[src/rtl/shape_sequencer.sv]
// shape_sequencer: command front end for the line rasterizer.
// Queues shape commands (line / triangle / rectangle / clear) in a small FIFO
// and issues one rasterizer segment at a time over the start/line_done handshake.
// Optional build macro: SEQ_TIMEOUT_EN adds a per-segment watchdog that sets
// timeout_err and abandons the rest of the shape.
module shape_sequencer #(
    parameter int FIFO_DEPTH     = 4,
    parameter int TIMEOUT_CYCLES = 8192
) (
    input  logic       clk,
    input  logic       rst,
    input  logic       cmd_valid,
    output logic       cmd_ready,
    input  logic [1:0] cmd_type,
    input  logic [7:0] cmd_ax,
    input  logic [7:0] cmd_ay,
    input  logic [7:0] cmd_bx,
    input  logic [7:0] cmd_by,
    input  logic [7:0] cmd_cx,
    input  logic [7:0] cmd_cy,
    output logic [7:0] x0,
    output logic [7:0] y0,
    output logic [7:0] x1,
    output logic [7:0] y1,
    output logic       start,
    output logic       reset_buff,
    input  logic       line_done,
    output logic       busy,
    output logic       shape_done,
    output logic [1:0] edge_idx,
    output logic       timeout_err
);

    localparam int AW = $clog2(FIFO_DEPTH);

    localparam logic [1:0] T_LINE  = 2'b00;
    localparam logic [1:0] T_TRI   = 2'b01;
    localparam logic [1:0] T_RECT  = 2'b10;
    localparam logic [1:0] T_CLEAR = 2'b11;

    // Elaboration-time parameter sanity checks.
    if (FIFO_DEPTH < 2 || (FIFO_DEPTH & (FIFO_DEPTH - 1)) != 0) begin : g_bad_depth
        $error("shape_sequencer: FIFO_DEPTH must be a power of two >= 2");
    end
    if (TIMEOUT_CYCLES < 1) begin : g_bad_timeout
        $error("shape_sequencer: TIMEOUT_CYCLES must be >= 1");
    end

    typedef enum logic [2:0] {
        S_IDLE,
        S_ISSUE,
        S_WAIT,
        S_NEXT,
        S_CLEAR,
        S_DONE
    } state_t;

    state_t state, next_state;

    // ------------------------------------------------------------------
    // Command FIFO: {type, ax, ay, bx, by, cx, cy} = 50 bits per entry
    // ------------------------------------------------------------------
    logic [49:0]   fifo_mem [FIFO_DEPTH];
    logic [AW-1:0] wr_ptr;
    logic [AW-1:0] rd_ptr;
    logic [AW:0]   count;
    logic          fifo_full;
    logic          fifo_empty;
    logic          push;
    logic          pop;
    logic [49:0]   head;

    assign fifo_full  = (count == (AW+1)'(FIFO_DEPTH));
    assign fifo_empty = (count == '0);
    assign cmd_ready  = !fifo_full;
    assign push       = cmd_valid && !fifo_full;
    assign head       = fifo_mem[rd_ptr];

    // FIFO storage write; no reset so it can map onto RAM.
    always_ff @(posedge clk) begin
        if (push) begin
            fifo_mem[wr_ptr] <= {cmd_type, cmd_ax, cmd_ay, cmd_bx, cmd_by, cmd_cx, cmd_cy};
        end
    end

    // FIFO pointers and occupancy; a simultaneous push and pop leaves count unchanged.
    always_ff @(posedge clk) begin
        if (rst) begin
            wr_ptr <= '0;
            rd_ptr <= '0;
            count  <= '0;
        end else begin
            if (push) wr_ptr <= wr_ptr + 1'b1;
            if (pop)  rd_ptr <= rd_ptr + 1'b1;
            case ({push, pop})
                2'b10:   count <= count + 1'b1;
                2'b01:   count <= count - 1'b1;
                default: count <= count;
            endcase
        end
    end

    // ------------------------------------------------------------------
    // Segment geometry
    // ------------------------------------------------------------------
    // Endpoints {x0, y0, x1, y1} of segment idx of a stored command.
    function automatic logic [31:0] seg_coords(input logic [49:0] c, input logic [1:0] idx);
        logic [1:0] t;
        logic [7:0] ax, ay, bx, by, cx, cy;
        {t, ax, ay, bx, by, cx, cy} = c;
        seg_coords = {ax, ay, bx, by};
        case (t)
            T_TRI: begin
                case (idx)
                    2'd1:    seg_coords = {bx, by, cx, cy};
                    2'd2:    seg_coords = {cx, cy, ax, ay};
                    default: seg_coords = {ax, ay, bx, by};
                endcase
            end
            T_RECT: begin
                case (idx)
                    2'd0:    seg_coords = {ax, ay, bx, ay};
                    2'd1:    seg_coords = {bx, ay, bx, by};
                    2'd2:    seg_coords = {bx, by, ax, by};
                    default: seg_coords = {ax, by, ax, ay};
                endcase
            end
            default: seg_coords = {ax, ay, bx, by};
        endcase
    endfunction

    // Index of the final segment for each shape type.
    function automatic logic [1:0] last_idx(input logic [1:0] t);
        case (t)
            T_TRI:   last_idx = 2'd2;
            T_RECT:  last_idx = 2'd3;
            default: last_idx = 2'd0;
        endcase
    endfunction

    logic [49:0] cmd_q;
    logic [31:0] seg_q;
    logic [1:0]  edge_idx_q;
    logic        is_last;
    logic        timeout_hit;

    assign is_last  = (edge_idx_q == last_idx(cmd_q[49:48]));
    assign {x0, y0, x1, y1} = seg_q;
    assign edge_idx = edge_idx_q;

    // ------------------------------------------------------------------
    // Optional per-segment watchdog
    // ------------------------------------------------------------------
`ifdef SEQ_TIMEOUT_EN
    localparam int CW = $clog2(TIMEOUT_CYCLES + 1);

    logic [CW-1:0] wait_cnt;
    logic          err_q;

    // The last WAIT cycle before the limit; line_done in that cycle takes priority.
    assign timeout_hit = (state == S_WAIT) && !line_done &&
                         (wait_cnt == CW'(TIMEOUT_CYCLES - 1));
    assign timeout_err = err_q;

    // WAIT-cycle counter, restarted whenever a segment is issued.
    always_ff @(posedge clk) begin
        if (rst) begin
            wait_cnt <= '0;
        end else if (state == S_ISSUE) begin
            wait_cnt <= '0;
        end else if (state == S_WAIT) begin
            wait_cnt <= wait_cnt + 1'b1;
        end
    end

    // Sticky error flag, cleared only by reset.
    always_ff @(posedge clk) begin
        if (rst) begin
            err_q <= 1'b0;
        end else if (timeout_hit) begin
            err_q <= 1'b1;
        end
    end
`else
    assign timeout_hit = 1'b0;
    assign timeout_err = 1'b0;
`endif

    // ------------------------------------------------------------------
    // Sequencer FSM
    // ------------------------------------------------------------------
    // State register plus latched command, segment index and endpoints.
    // Endpoints are only loaded on the transition into ISSUE so they stay
    // stable for the whole WAIT.
    always_ff @(posedge clk) begin
        if (rst) begin
            state      <= S_IDLE;
            cmd_q      <= '0;
            edge_idx_q <= '0;
            seg_q      <= '0;
        end else begin
            state <= next_state;
            if (pop) begin
                cmd_q      <= head;
                edge_idx_q <= '0;
                if (head[49:48] != T_CLEAR) begin
                    seg_q <= seg_coords(head, 2'd0);
                end
            end else if (state == S_NEXT && !is_last) begin
                edge_idx_q <= edge_idx_q + 2'd1;
                seg_q      <= seg_coords(cmd_q, edge_idx_q + 2'd1);
            end
        end
    end

    // Next-state logic and per-state output pulses.
    always_comb begin
        next_state = state;
        pop        = 1'b0;
        start      = 1'b0;
        reset_buff = 1'b0;
        shape_done = 1'b0;
        busy       = (state != S_IDLE);
        case (state)
            S_IDLE: begin
                if (!fifo_empty) begin
                    pop        = 1'b1;
                    next_state = (head[49:48] == T_CLEAR) ? S_CLEAR : S_ISSUE;
                end
            end
            S_ISSUE: begin
                start      = 1'b1;
                next_state = S_WAIT;
            end
            S_WAIT: begin
                if (line_done) begin
                    next_state = S_NEXT;
                end else if (timeout_hit) begin
                    next_state = S_DONE;
                end
            end
            S_NEXT: begin
                next_state = is_last ? S_DONE : S_ISSUE;
            end
            S_CLEAR: begin
                reset_buff = 1'b1;
                next_state = S_DONE;
            end
            S_DONE: begin
                shape_done = 1'b1;
                next_state = S_IDLE;
            end
            default: begin
                next_state = S_IDLE;
            end
        endcase
    end

    // T_LINE is the default decode above; referenced here for readability only.
    logic unused_line_tag;
    assign unused_line_tag = (T_LINE == 2'b00);

endmodule
[config.mk]
export PLATFORM = sky130hd
export DESIGN_NAME = shape_sequencer
export DESIGN_NICKNAME = d
export VERILOG_FILES = /design/src/rtl/shape_sequencer.sv
export SDC_FILE = /design/constraint.sdc
export NUM_CORES = 1
export LEC_CHECK = 0
export ABC_CLOCK_PERIOD_IN_PS = 8100
export CAP_MARGIN = 20
export CORE_AREA = 2 2 102 202
export CTS_CLUSTER_DIAMETER = 150
export DETAILED_ROUTE_END_ITERATION = 8
export DIE_AREA = 0 0 104 204
export HOLD_SLACK_MARGIN = 0.1
export PLACE_DENSITY = 0.83
export SLEW_MARGIN = 20
export SYNTH_ARGS = -nofsm -noshare
export SYNTH_HDL_FRONTEND = slang
export SYNTH_SLANG_ARGS = --single-unit
[constraint.sdc]
create_clock -name clk -period 8.1 [get_ports clk]
set_input_delay 1.215 -clock clk [delete_from_list [all_inputs] [get_ports clk]]
set_output_delay 1.215 -clock clk [all_outputs]
set_load 0.02 [all_outputs]
======== Yosys cells after proc, flatten, opt, wreduce, memory -nomap -nowiden ========
Memory sizes are Yosys's and may differ from the RTL's. A register that Yosys moved wholly into a read port is not among the register bits.
Cells that the tools add are included.
storage, ports and cells
  register bits ........................... 94
  memory bits (writable) .................. 200
  output and inout port bits .............. 40
  word-level logic and storage cells ...... 68
  memories kept ........................... 1
memory list
  memory    depth  bits a word  rd ports  clocked after Yosys merged registers in  wr ports  line  text
  fifo_mem  4      50           1         1                                        1         63    logic [49:0] fifo_mem [FIFO_DEPTH];
cells by class
  $add $sub $neg .......................... 5
  equality and inequality tests ........... 19
  muxes and demuxes ....................... 23
  reductions and logical operators ........ 13
operators with widths
  operator               count
  $pmux W32 S2           2
  $mux W32               3
  $pmux W32 S3           1
  $pmux W3 S5            1
  $mux W3                4
  $eq A2 B2 Y1 const B   5
  $eq A3 B3 Y1 const B   3
  $mux W8                1
  $mux W1                7
  $add A2 B1 Y2 const B  3
  $eq A2 B1 Y1 const B   3
  $eq A3 B2 Y1 const B   2
  $logic_not A3 Y1       2
  $ne A2 B2 Y1 const B   3
  $pmux W3 S2            1
  $mux W2                2
  $pmux W2 S2            1
  $reduce_and A2 Y1      2
  $reduce_bool A2 Y1     2
  $add A3 B1 Y3 const B  1
  $eq A3 B1 Y1 const B   1
  $reduce_bool A3 Y1     1
  $sub A3 B1 Y3 const B  1
  $eq A2 B2 Y1           1
  5 further kinds        7

======== Logic depth before layout (Yosys ltp) ========
Gate-level depths: netlist (run 1).
  word-level depth ........................ 7
  gate-level depth with buffers ........... 12
  gate-level depth less buffers ........... 10

======== Least setup slack after synthesis (run 1) ========
OpenSTA, ideal clock, no wires.
  kind .................................... input to register
  start ................................... input cmd_valid
  end ..................................... memory fifo_mem[0][0] (enable)
  setup time .............................. 0.413 ns
  arrival ................................. 2.445 ns
  data required time ...................... 7.687 ns
  slack ................................... 5.242 ns
  stages on the path ...................... 1
  buffers on the path ..................... 0
  cells stage by stage .................... and3_1
between the ends
  cells in the longest elaborated chain, start to end .. 3
ends and longest elaborated chain
  element                        line  text
  from (decl)                    12    input logic cmd_valid,
  $logic_and A1 B1 Y1            76    assign push = cmd_valid && !fifo_full;
  $mux W1                        81    if (push) begin
  $mux W1 (not written as such)  82    fifo_mem[wr_ptr] <= {cmd_type, cmd_ax, cmd_ay, cmd_bx, cmd_by, cmd_cx, cmd_cy};
  to (decl)                      63
No other way between the ends.

======== Final worst setup path (run 1) ========
  start ................................... register state[1]
  end ..................................... output busy
between the ends
  cells in the longest elaborated chain, start to end .. 1
ends and longest elaborated chain
  element                 line  text
  from (decl)             58    state_t state, next_state;
  from (signal assigned)  202   state <= next_state;
  $reduce_bool A3 Y1      223   busy = (state != S_IDLE);
  to (decl)               28    output logic busy,
No other way between the ends.

==> qor.csv, run 1 <==
stage,metric,value,unit
critical_path,timing.critical_path.buf_inv,2,
critical_path,critPathLaunchType,register,
pwr,power.share.clock,23.5,%
critical_path,endpoint_kind,output port,
clocking,post_cts.resized_instances,0,
logic_synthesis,async_reset_ff_share,0,%
logic_synthesis,synth_seq_cells,296,
logic_synthesis,synthMostInstantiatedCell,sky130_fd_sc_hd__edfxtp_1,
pwr,power_density,364,mW/mm2
logic_synthesis,synth.largest_area_cell,sky130_fd_sc_hd__edfxtp_1,
floorplan,die-area,0.0212,mm2
finish,areaGrowthSynthToFinish,15.4,%
floorplan,die_height,204,um
finish,multi_input_comb_area,0.00365,mm2
logic_synthesis,synth.distinct_cells,53,
placed_design,dp_hpwl,16800,um
logic_synthesis,synthDominantCellAreaShare,50.1,%
logic_synthesis,synth_enable_flop_cells,200,
timing,timing.slew.headroom,32.2,%
clocking,clk-insertion-delay-late,0.52,ns
floorplan,core,0.0197,mm2
pwr,ir_drop,245,uV
clocking,post_cts_setup_buffer_count,0,
logic_synthesis,top_cells_by_count_synth,"sky130_fd_sc_hd__edfxtp_1 (200), sky130_fd_sc_hd__nand2_1 (113), sky130_fd_sc_hd__dfxtp_1 (96)",
timing,finalClockSkew,0.0110,ns
finish,fin_nets,1014,
clocking,numCtsBuffers,24,
min_path,holdCritPathClass,register to register,
timing,post-route-period-util,44.8,%
logic_synthesis,syn-num-nets,944,
job,cap_viol_max_count,0,
logic_synthesis,syn_area,0.0120,mm2
logic_synthesis,syn_avg_cell_area,13.7,um2
grt,grt.total_usage,24.0,%
timing,grt_setup_unrepaired,false,
logic_synthesis,post_synth_main_area_contributors,"sky130_fd_sc_hd__edfxtp_1 (50%), sky130_fd_sc_hd__dfxtp_1 (16%), sky130_fd_sc_hd__mux4_2 (9.4%)",
critical_path,arrival_time_at_the_worst_endpoint,2.42,ns
floorplan,die_width,104,um
critical_path,timing.critical_path.required,6.88,ns
grt,grt_first_pass_wirelength,40000,um
drt,detail_route.vias_per_cell,6.10,
clocking,clk_pin_slew,0.07,ns
timing,final_max_slew_viol_count,0,
grt,pin_count_of_the_biggest_net_entering_global_routing,95,
pwr,power.switching,1.78,mW
drt,drc_violations_left,0,
clocking,cts.path.max_buffers,3,
drt,drt.antenna.violating_nets,0,
critical_path,path_delay_family,buffers and inverters,
critical_path,worst_r2r_startpoint,state[1],
finish,fillerInstances,1335,
timing,worst_pin_slew,1.02,ns
pwr,combinationalPowerShare,34.0,%
pwr,cellInternalPower,3.25,mW
finish,antenna_cells,0,
timing,achievable-frequency,275,MHz
timing,finalWorstPathRequiredPeriod,3.63,ns
logic_synthesis,most_used_dff_post_synth,sky130_fd_sc_hd__edfxtp_1,
clocking,cts_tree,built,
floorplan,row_count,73,
pwr,sequentialPowerShare,42.6,%
timing,report.final.setup_viol,0,
placed_design,port_buffers,92,
clocking,htreeDepth,1,
critical_path,timing.critical_path.slowest_cell_delay,0.61,ns
grt,global_route.overflow_total,0,
floorplan,io_pins,94,
outcome,run_status,"complete, no violations",
floorplan,initial_core_util,60.7,%
finish,area_occupied_by_registers,0.00793,mm2
pwr,totalPowerFinal,5.03,mW
clocking,postCtsHoldBufs,0,
pwr,netSwitchingFraction,35.4,%
finish,layout-drive-gt1-share,12.4,%
logic_synthesis,synth-warning-count,0,
min_path,hold_start,seg_q[3],
drt,vias,7495,
placed_design,place.gp.congestion,0.888,
timing,setup_total_negative_slack,0,ns
drt,finalWirelength,25600,um
logic_synthesis,synth.yosys.seq_area_share,66.1,%
clocking,cts_num_sinks,296,
grt,grt_antenna_before_repair,0,
critical_path,crit_slowest_cell,sky130_fd_sc_hd__clkdlybuf4s50_1,
clocking,root_buffer,sky130_fd_sc_hd__clkbuf_16,
grt,via_count_of_the_first_global_routing_pass,7470,
critical_path,crit_chain,nor3_4 > inv_2 > clkdlybuf4s50_1,
critical_path,crit_type,register to output port,
pwr,power.static_leakage,4.45,nW
drt,route.detailed.wl_per_inst,20.9,um
drt,initialDrtViolationCount,517,
drt,firstDrtPassIters,5,
critical_path,crit_path_start,state[1],
timing,hold_violations,0,
critical_path,critical_path.max_fanout,15,
logic_synthesis,syn-instance-count,878,
==> state kept, by name (all words and copies together) (netlist names), named ones only <==
register,flops
cmd_q,50
fifo_mem,200
count,3
wr_ptr,2
edge_idx,2
state,3
rd_ptr,2
seg_q,32
==> power by group through the flow <==
stage	sequential (mW)	combinational [mW]	clock, mW
floorplan	2.13	1.24	0
global placement	2.15	1.67	0
detailed placement	2.17	1.69	0
CTS	2.14	1.70	1.19
global route	2.18	1.85	1.25
finish	2.14	1.71	1.18
==> logic make-up (layout without fill, tap and decap cells) <==
logic type | Yosys count | after routing | synth area share, %
flip-flops | 296 | 296 | 66.1
AND/OR/NAND/NOR | 227 | 227 | 8.39
AO/OA/AOI/OAI | 196 | 196 | 10.6
buffers and inverters | 87 | 175 | 3.48
multiplexers | 50 | 50 | 9.40
adder cells (fa/ha/maj) | 12 | 12 | 1.32
XOR/XNOR | 9 | 9 | 0.658
other | 1 | 1 | 0.0313
==> worst reg2reg max path, delay by kind of cell, from the launching register on <==
kind	cells	cell delay, ns
AND/OR/NAND/NOR	3	0.76
flip-flops	1	0.42
buffers and inverters	4	1.18
AO/OA/AOI/OAI	2	0.79
==> layout make-up <==
type | count | share of cell area, %
flip-flops and latches | 296 | 57.4
multi-input cells | 495 | 26.4
repair buffers | 103 | 7.22
clock buffers | 32 | 5.23
well taps | 262 | 2.37
inverters | 28 | 0.760
clock inverters | 12 | 0.679
==> cells in the final DEF (no fill, tap or decap), types with 2 or more instances in the layout <==
master	netlist	final
sky130_fd_sc_hd__a22o_1	6	6
sky130_fd_sc_hd__a22oi_1	14	14
sky130_fd_sc_hd__a221o_1	8	8
sky130_fd_sc_hd__nand3_1	8	8
sky130_fd_sc_hd__mux4_2	50	50
sky130_fd_sc_hd__o22ai_1	8	8
sky130_fd_sc_hd__clkbuf_16	0	26
sky130_fd_sc_hd__xor2_1	4	4
sky130_fd_sc_hd__clkinvlp_4	0	3
sky130_fd_sc_hd__buf_4	4	11
sky130_fd_sc_hd__nor3_1	16	16
sky130_fd_sc_hd__nand2b_1	3	3
sky130_fd_sc_hd__a211oi_1	7	7
sky130_fd_sc_hd__or3_1	9	9
sky130_fd_sc_hd__clkinv_2	0	5
sky130_fd_sc_hd__o21a_1	3	3
sky130_fd_sc_hd__and3_1	10	6
sky130_fd_sc_hd__inv_2	2	2
sky130_fd_sc_hd__a2111oi_0	6	6
sky130_fd_sc_hd__a21oi_1	90	90
sky130_fd_sc_hd__nand2_1	113	113
sky130_fd_sc_hd__dfxtp_1	96	94
sky130_fd_sc_hd__ha_1	11	11
sky130_fd_sc_hd__clkdlybuf4s50_1	0	91
sky130_fd_sc_hd__o21ai_0	22	22
sky130_fd_sc_hd__o2111ai_1	8	8
sky130_fd_sc_hd__nor3b_1	2	2
sky130_fd_sc_hd__edfxtp_1	200	200
sky130_fd_sc_hd__inv_1	26	26
sky130_fd_sc_hd__and2_1	6	6
sky130_fd_sc_hd__nor2_1	51	51
sky130_fd_sc_hd__clkinv_1	0	2
sky130_fd_sc_hd__o31ai_1	7	7
sky130_fd_sc_hd__a311oi_1	10	10
sky130_fd_sc_hd__clkbuf_8	0	5
sky130_fd_sc_hd__xnor2_1	5	5
sky130_fd_sc_hd__and3_2	0	4
==> stage by stage <==
stage / utilization [%] / cell area, um2 / hold slack [ns] / setup WS, ns / instances
final: 70.1 / 13800 / 0.456 / 4.47 / 1228
after global routing: 70.1 / 13800 / 0.484 / 4.37 / 1228
after CTS: 70.1 / 13800 / 0.459 / 4.47 / 1228
after detailed placement: 65.9 / 13000 / 0.450 / 4.77 / 1184
after global placement: 65.9 / 13000 / 0.445 / 4.81 / 1184
after floorplan: - / 12000 / 0.446 / 5.24 / 878
==> routing by layer <==
metal / GRT usage (%) / part of all wire, % / vias up
li1: - / - / 3448
met1: 29.2 / 37 / 3648
met2: 43.9 / 54 / 321
met3: 2.52 / 5.6 / 78
met4: 9.41 / 3.9 / 0
met5: 0 / 0 / -
==> final timing paths <==
kind	endpoint	slack, ns	cells past startpoint
setup / recovery	busy	4.47	3
hold / removal	seg_q[3]	0.46	2
setup reg to reg	seg_q[12]	4.80	9
hold reg to reg	seg_q[3]	0.46	2
Power figures use the tool's default switching activity.
==> run 2: changes to the inputs <==
==> config.mk (replaced) <==
export PLATFORM = sky130hd
export DESIGN_NAME = shape_sequencer
export DESIGN_NICKNAME = d
export VERILOG_FILES = /design/src/rtl/shape_sequencer.sv
export SDC_FILE = /design/constraint.sdc
export NUM_CORES = 1
export LEC_CHECK = 0
export ABC_CLOCK_PERIOD_IN_PS = 3300
export CAP_MARGIN = 20
export CORE_AREA = 2 2 111 220
export CTS_CLUSTER_DIAMETER = 150
export DETAILED_ROUTE_END_ITERATION = 8
export DIE_AREA = 0 0 113 222
export HOLD_SLACK_MARGIN = 0.1
export PLACE_DENSITY = 0.74
export SLEW_MARGIN = 20
export SYNTH_ARGS = -nofsm -noshare
export SYNTH_HDL_FRONTEND = slang
export SYNTH_SLANG_ARGS = --single-unit
==> constraint.sdc (replaced) <==
create_clock -name clk -period 3.3 [get_ports clk]
set_input_delay 0.495 -clock clk [delete_from_list [all_inputs] [get_ports clk]]
set_output_delay 0.495 -clock clk [all_outputs]
set_load 0.02 [all_outputs]
==> run 2 against run 1 <==
Against the previous run:
- highest routed layer unchanged
- hold slack got worse by 0.27 ns
- combinational power rose to 2.5 times the previous value
- sequential power rose by 140%
- largest power group unchanged
- via count fell by 0.88%
- power rose by 150%
- the flow now finishes with violations (DRC)
- critical endpoint unchanged
- wire length rose by 1.8%
- final area rose by 1.2%
==> qor.csv, run 2 (same netlist as run 1, synthesis figures left out) <==
stage,metric,value,unit
clocking,cts_tree,built,
finish,layout.cells.most_common,sky130_fd_sc_hd__edfxtp_1,
job,cap_viol_max_count,0,
grt,pin_count_of_the_biggest_net_entering_global_routing,93,
drt,route.detailed.wl_per_inst,20.7,um
timing,achievable-frequency,363,MHz
grt,global_route.overflow_total,0,
pwr,totalPowerFinal,12.5,mW
timing,grt_setup_unrepaired,false,
placed_design,numPlacedInstances,1213,
clocking,clk_pin_slew,0.06,ns
grt,grt_antenna_before_repair,0,
clocking,numCtsBuffers,25,
timing,setup_total_negative_slack,0,ns
clocking,cts.path.max_buffers,3,
floorplan,die_height,222,um
timing,worst_pin_slew,0.849,ns
clocking,cts_num_sinks,296,
critical_path,timing.critical_path.buf_inv,2,
finish,area_occupied_by_registers,0.00793,mm2
critical_path,crit_type,register to output port,
timing,timing.slew.headroom,43.4,%
floorplan,io_pins,94,
finish,finish.utilization,60.0,%
clocking,postCtsHoldBufs,0,
floorplan,core,0.0233,mm2
finish,final-instance-count-excl-fill,1259,
timing,final_max_slew_viol_count,0,
critical_path,path_delay_family,buffers and inverters,
finish,largest_register_ffs,200,
grt,grt.total_usage,20.9,%
drt,detail_route.vias_per_cell,5.90,
pwr,ir_drop,482,uV
drt,firstDrtPassIters,7,
grt,via_count_of_the_first_global_routing_pass,7641,
clocking,root_buffer,sky130_fd_sc_hd__clkbuf_16,
pwr,combinationalPowerShare,34.8,%
floorplan,die-area,0.0251,mm2
critical_path,timing.critical_path.slowest_cell_delay,0.59,ns
timing,report.final.setup_viol,0,
drt,dr_wl_met2,13800,um
placed_design,place.gp.congestion,0.894,
pwr,power.switching,4.45,mW
pwr,netSwitchingFraction,35.5,%
clocking,post_cts.resized_instances,0,
drt,vias,7429,
finish,antenna_cells,0,
pwr,power_density,896,mW/mm2
pwr,power.static_leakage,4.52,nW
outcome,violations,DRC,
critical_path,critical_path.max_fanout,11,
pwr,power.share.clock,23.6,%
pwr,cellInternalPower,8.09,mW
timing,finalWorstPathRequiredPeriod,2.76,ns
timing,post-route-period-util,83.5,%
floorplan,row_count,79,
placed_design,dp_hpwl,17200,um
floorplan,initial_core_util,51.4,%
finish,multi_input_comb_area,0.00365,mm2
placed_design,port_buffers,92,
pwr,sequentialPowerShare,41.6,%
grt,grt_first_pass_wirelength,41400,um
min_path,holdCritPathClass,primary input to register,
timing,hold_violations,0,
critical_path,crit_slowest_cell,sky130_fd_sc_hd__clkdlybuf4s50_1,
critical_path,critPathLaunchType,register,
clocking,post_cts_setup_buffer_count,0,
finish,layout-drive-gt1-share,13.3,%
placed_design,placement.cell_area,0.0132,mm2
drt,initialDrtViolationCount,617,
finish,largest_registers,"fifo_mem x200, cmd_q x50, seg_q x32",
finish,fin_nets,1023,
clocking,clk-insertion-delay-late,0.54,ns
critical_path,arrival_time_at_the_worst_endpoint,2.26,ns
drt,finalWirelength,26100,um
critical_path,endpoint_kind,output port,
drt,drt.antenna.violating_nets,0,
drt,highest_layer,met4,
floorplan,die_width,113,um
finish,most-common-layout-cells,"sky130_fd_sc_hd__edfxtp_1 (200), sky130_fd_sc_hd__nand2_1 (113), sky130_fd_sc_hd__dfxtp_1 (94)",
drt,drc_violations_left,4,
outcome,run_status,finished with violations,
drt,dr_wl_met3,1180,um
finish,areaGrowthSynthToFinish,16.8,%
finish,post-route-cell-area,0.0140,mm2
critical_path,timing.critical_path.required,2.80,ns
timing,finalClockSkew,0.0168,ns
clocking,htreeDepth,1,
critical_path,crit_chain,nor3_4 > inv_2 > clkdlybuf4s50_1,
finish,regMostFlops,fifo_mem,
finish,fillerInstances,1849,
drt,drt-met1-wl,10400,um
==> run 2: cell types whose count changed in the layout (fill, tap and decap cells not counted) <==
cell                        before  now
sky130_fd_sc_hd__buf_12          0    6
sky130_fd_sc_hd__buf_4          11   13
sky130_fd_sc_hd__bufinv_16       1    2
sky130_fd_sc_hd__clkbuf_1        1    2
sky130_fd_sc_hd__clkbuf_16      26   25
sky130_fd_sc_hd__clkbuf_8        5    4
sky130_fd_sc_hd__clkinv_1        2    1
sky130_fd_sc_hd__clkinv_2        5    6
sky130_fd_sc_hd__inv_4           0    1
sky130_fd_sc_hd__inv_6           1    2
==> run 2: stage by stage <==
| step | setup WS (ns) | hold WS, ns |
|---|---|---|
| floorplan | 0.766 | 0.446 |
| global placement | 0.820 | 0.456 |
| detailed placement | 0.718 | 0.463 |
| CTS | 0.536 | 0.166 |
| global route | 0.462 | 0.176 |
| finish | 0.545 | 0.186 |
==> run 2: worst reg2reg max path, delay by kind of cell (launching register included) <==
family	cells	cell delay, ns
AO/OA/AOI/OAI	3	0.94
XOR/XNOR	1	0.22
adder cells (fa/ha/maj)	1	0.40
buffers and inverters	2	0.39
flip-flops	1	0.36
AND/OR/NAND/NOR	1	0.21
==> run 2: power by group through the flow <==
stage          Combinational [mW]  Clock [mW]  Sequential [mW]
2_1_floorplan                3.04           0             5.24
3_3_place_gp                 4.29           0             5.26
3_5_place_dp                 4.36           0             5.29
4_1_cts                      4.38        3.02             5.21
5_1_grt                      4.77        3.14             5.29
6_report                     4.36        2.96             5.22
==> run 2: final timing paths <==
| kind | from | end | slack (ns) | depth (start not counted) |
|---|---|---|---|---|
| worst max-delay path | state[1] | busy | 0.54 | 3 |
| worst min-delay path | rst | state[1] | 0.19 | 2 |
| worst max register to register | cmd_q[48] | seg_q[29] | 0.70 | 8 |
| worst min register to register | cmd_q[19] | cmd_q[19] | 0.47 | 2 |
==> run 2: final cells by class <==
class,count,share of cell area (%)
clock buffer,31,4.92
inverter,28,0.751
clock inverter,15,1.00
timing repair buffer,111,8.10
sequential,296,56.7
multi-input combinational,495,26.0
tap,283,2.53
==> run 2: layer usage <==
metal	vias up	track usage [%]
li1	3476	-
met3	46	2.49
met4	0	7.67
met1	3671	25.7
met5	-	0
met2	236	37.4
==> run 3: changes to the inputs <==
--- a/config.mk
+++ b/config.mk
@@ -5,7 +5,7 @@
 export SDC_FILE = /design/constraint.sdc
 export NUM_CORES = 1
 export LEC_CHECK = 0
-export ABC_CLOCK_PERIOD_IN_PS = 3300
+export ABC_CLOCK_PERIOD_IN_PS = 2400
 export CAP_MARGIN = 20
 export CORE_AREA = 2 2 111 220
 export CTS_CLUSTER_DIAMETER = 150
==> constraint.sdc (replaced) <==
create_clock -name clk -period 2.4 [get_ports clk]
set_input_delay 0.36 -clock clk [delete_from_list [all_inputs] [get_ports clk]]
set_output_delay 0.36 -clock clk [all_outputs]
set_load 0.02 [all_outputs]
==> run 3 against run 2 <==
Against the previous run:
- first-iteration DRC count down 6.2%
- combinational power increased by 46%
- setup slack worse by 0.46 ns
- wire length is 1.0% higher
- the run still ends with DRC left
- hold slack better by 0.16 ns
- critical path type unchanged
- count of clock-buffer cells in the layout up 4
==> qor.csv, run 3 (same netlist as run 1, synthesis figures left out) <==
stage,metric,value,unit
clocking,cts_tree,built,
critical_path,endpoint_kind,output port,
critical_path,crit_slowest_cell,sky130_fd_sc_hd__dfxtp_1,
pwr,ir_drop,746,uV
finish,layout-drive-gt1-share,15.5,%
placed_design,placement.cell_area,0.0134,mm2
clocking,cts.path.max_buffers,3,
finish,most-common-layout-cells,"sky130_fd_sc_hd__edfxtp_1 (200), sky130_fd_sc_hd__nand2_1 (113), sky130_fd_sc_hd__dfxtp_1 (93)",
critical_path,arrival_time_at_the_worst_endpoint,1.95,ns
pwr,totalPowerFinal,17.8,mW
clocking,root_buffer,sky130_fd_sc_hd__clkbuf_16,
drt,drt.antenna.violating_nets,0,
finish,largest_register_ffs,200,
timing,hold_violations,0,
floorplan,die-area,0.0251,mm2
finish,area_occupied_by_registers,0.00793,mm2
finish,fillerInstances,1745,
pwr,netSwitchingFraction,34.8,%
pwr,power_density,1250,mW/mm2
placed_design,dp_hpwl,17800,um
timing,report.final.setup_viol,0,
placed_design,numPlacedInstances,1239,
grt,via_count_of_the_first_global_routing_pass,7693,
grt,pin_count_of_the_biggest_net_entering_global_routing,95,
outcome,violations,DRC,
floorplan,io_pins,94,
finish,multi_input_comb_area,0.00367,mm2
floorplan,core,0.0233,mm2
critical_path,critPathLaunchType,register,
finish,areaGrowthSynthToFinish,19.3,%
finish,final-instance-count-excl-fill,1285,
critical_path,crit_chain,nor3_4 > buf_4 > inv_2 > buf_4 > dlygate4sd2_1,
outcome,run_status,finished with violations,
finish,finish.utilization,61.3,%
clocking,clk_pin_slew,0.07,ns
drt,finalWirelength,26300,um
clocking,numCtsBuffers,25,
grt,grt_antenna_before_repair,0,
clocking,htreeDepth,1,
finish,largest_registers,"fifo_mem x200, cmd_q x50, seg_q x32",
floorplan,initial_core_util,51.4,%
pwr,power.static_leakage,4.70,nW
drt,initialDrtViolationCount,579,
critical_path,timing.critical_path.slowest_cell_delay,0.33,ns
timing,timing.slew.headroom,58.6,%
timing,finalWorstPathRequiredPeriod,2.31,ns
floorplan,die_height,222,um
clocking,postCtsHoldBufs,0,
pwr,combinationalPowerShare,35.8,%
timing,post-route-period-util,96.4,%
timing,final_max_slew_viol_count,0,
grt,grt.total_usage,20.8,%
finish,fin_nets,1049,
floorplan,die_width,113,um
pwr,cellInternalPower,11.6,mW
placed_design,port_buffers,92,
timing,achievable-frequency,432,MHz
drt,drc_violations_left,8,
finish,post-route-cell-area,0.0143,mm2
timing,setup_total_negative_slack,0,ns
finish,regMostFlops,fifo_mem,
critical_path,critical_path.max_fanout,14,
grt,global_route.overflow_total,0,
drt,vias,7647,
drt,detail_route.vias_per_cell,5.95,
clocking,cts_num_sinks,296,
min_path,holdCritPathClass,primary input to register,
job,cap_viol_max_count,0,
critical_path,worst_reg2reg_path_depth,9,
timing,finalClockSkew,0.0108,ns
clocking,clk-insertion-delay-late,0.53,ns
critical_path,timing.critical_path.mode_cell,sky130_fd_sc_hd__buf_4,
pwr,power.switching,6.20,mW
drt,firstDrtPassIters,9,
grt,grt_first_pass_wirelength,41100,um
critical_path,crit_type,register to output port,
floorplan,row_count,79,
placed_design,place.gp.congestion,0.956,
drt,route.detailed.wl_per_inst,20.5,um
min_path,hold_depth,3,
pwr,sequentialPowerShare,39.9,%
critical_path,timing.critical_path.required,2.04,ns
timing,worst_pin_slew,0.621,ns
pwr,power.share.clock,24.3,%
finish,layout.cells.most_common,sky130_fd_sc_hd__edfxtp_1,
finish,antenna_cells,0,
run 3: repair_timing:
action                                  CTS  global route
endpoints found under the setup margin    2            14
setup buffers                             0             0
resized for setup                         2             5
pin swaps                                 0             1
run 3: metal layers:
layer / vias up / wire [um] / GRT usage, %
met5: - / 0 / 0
met4: 0 / 939 / 8.69
met3: 66 / 1490 / 2.46
met2: 320 / 14200 / 37.7
met1: 3742 / 9750 / 24.7
li1: 3519 / - / -
run 3: final timing paths:
check         startpoint   endpoint  slack (ns)
max reg2reg  edge_idx[1]  seg_q[23]        0.13
max             state[1]       busy        0.09
min                  rst   count[1]        0.34
min reg2reg     seg_q[3]   seg_q[3]        0.46
run 3: critical path: cells and delay by family (launching register included):
kind	cells	cell delay [ns]
buffers and inverters	4	0.86
flip-flops	1	0.33
AND/OR/NAND/NOR	1	0.22
run 3: final cells by class:
type / count / area share, %
multi-input combinational: 495 / 25.7
clock buffer: 35 / 5.30
tap: 283 / 2.48
timing repair buffer: 137 / 9.38
inverter: 28 / 0.735
sequential: 296 / 55.5
clock inverter: 11 / 0.945
run 3: stage by stage:
step,hold slack (ns),worst slack (ns)
global route,0.353,-0.00483
finish,0.342,0.0865
detailed placement,0.457,-0.0770
floorplan,0.446,-0.0112
global placement,0.447,-0.0411
CTS,0.340,0.0421
run 3: power by group through the flow:
stage | clock network [mW] | registers, mW | logic (mW)
after floorplan | 0 | 7.19 | 4.18
after global placement | 0 | 7.14 | 6.14
after detailed placement | 0 | 7.19 | 6.25
after CTS | 4.40 | 7.09 | 6.30
after global routing | 4.57 | 7.21 | 6.89
final | 4.32 | 7.10 | 6.37
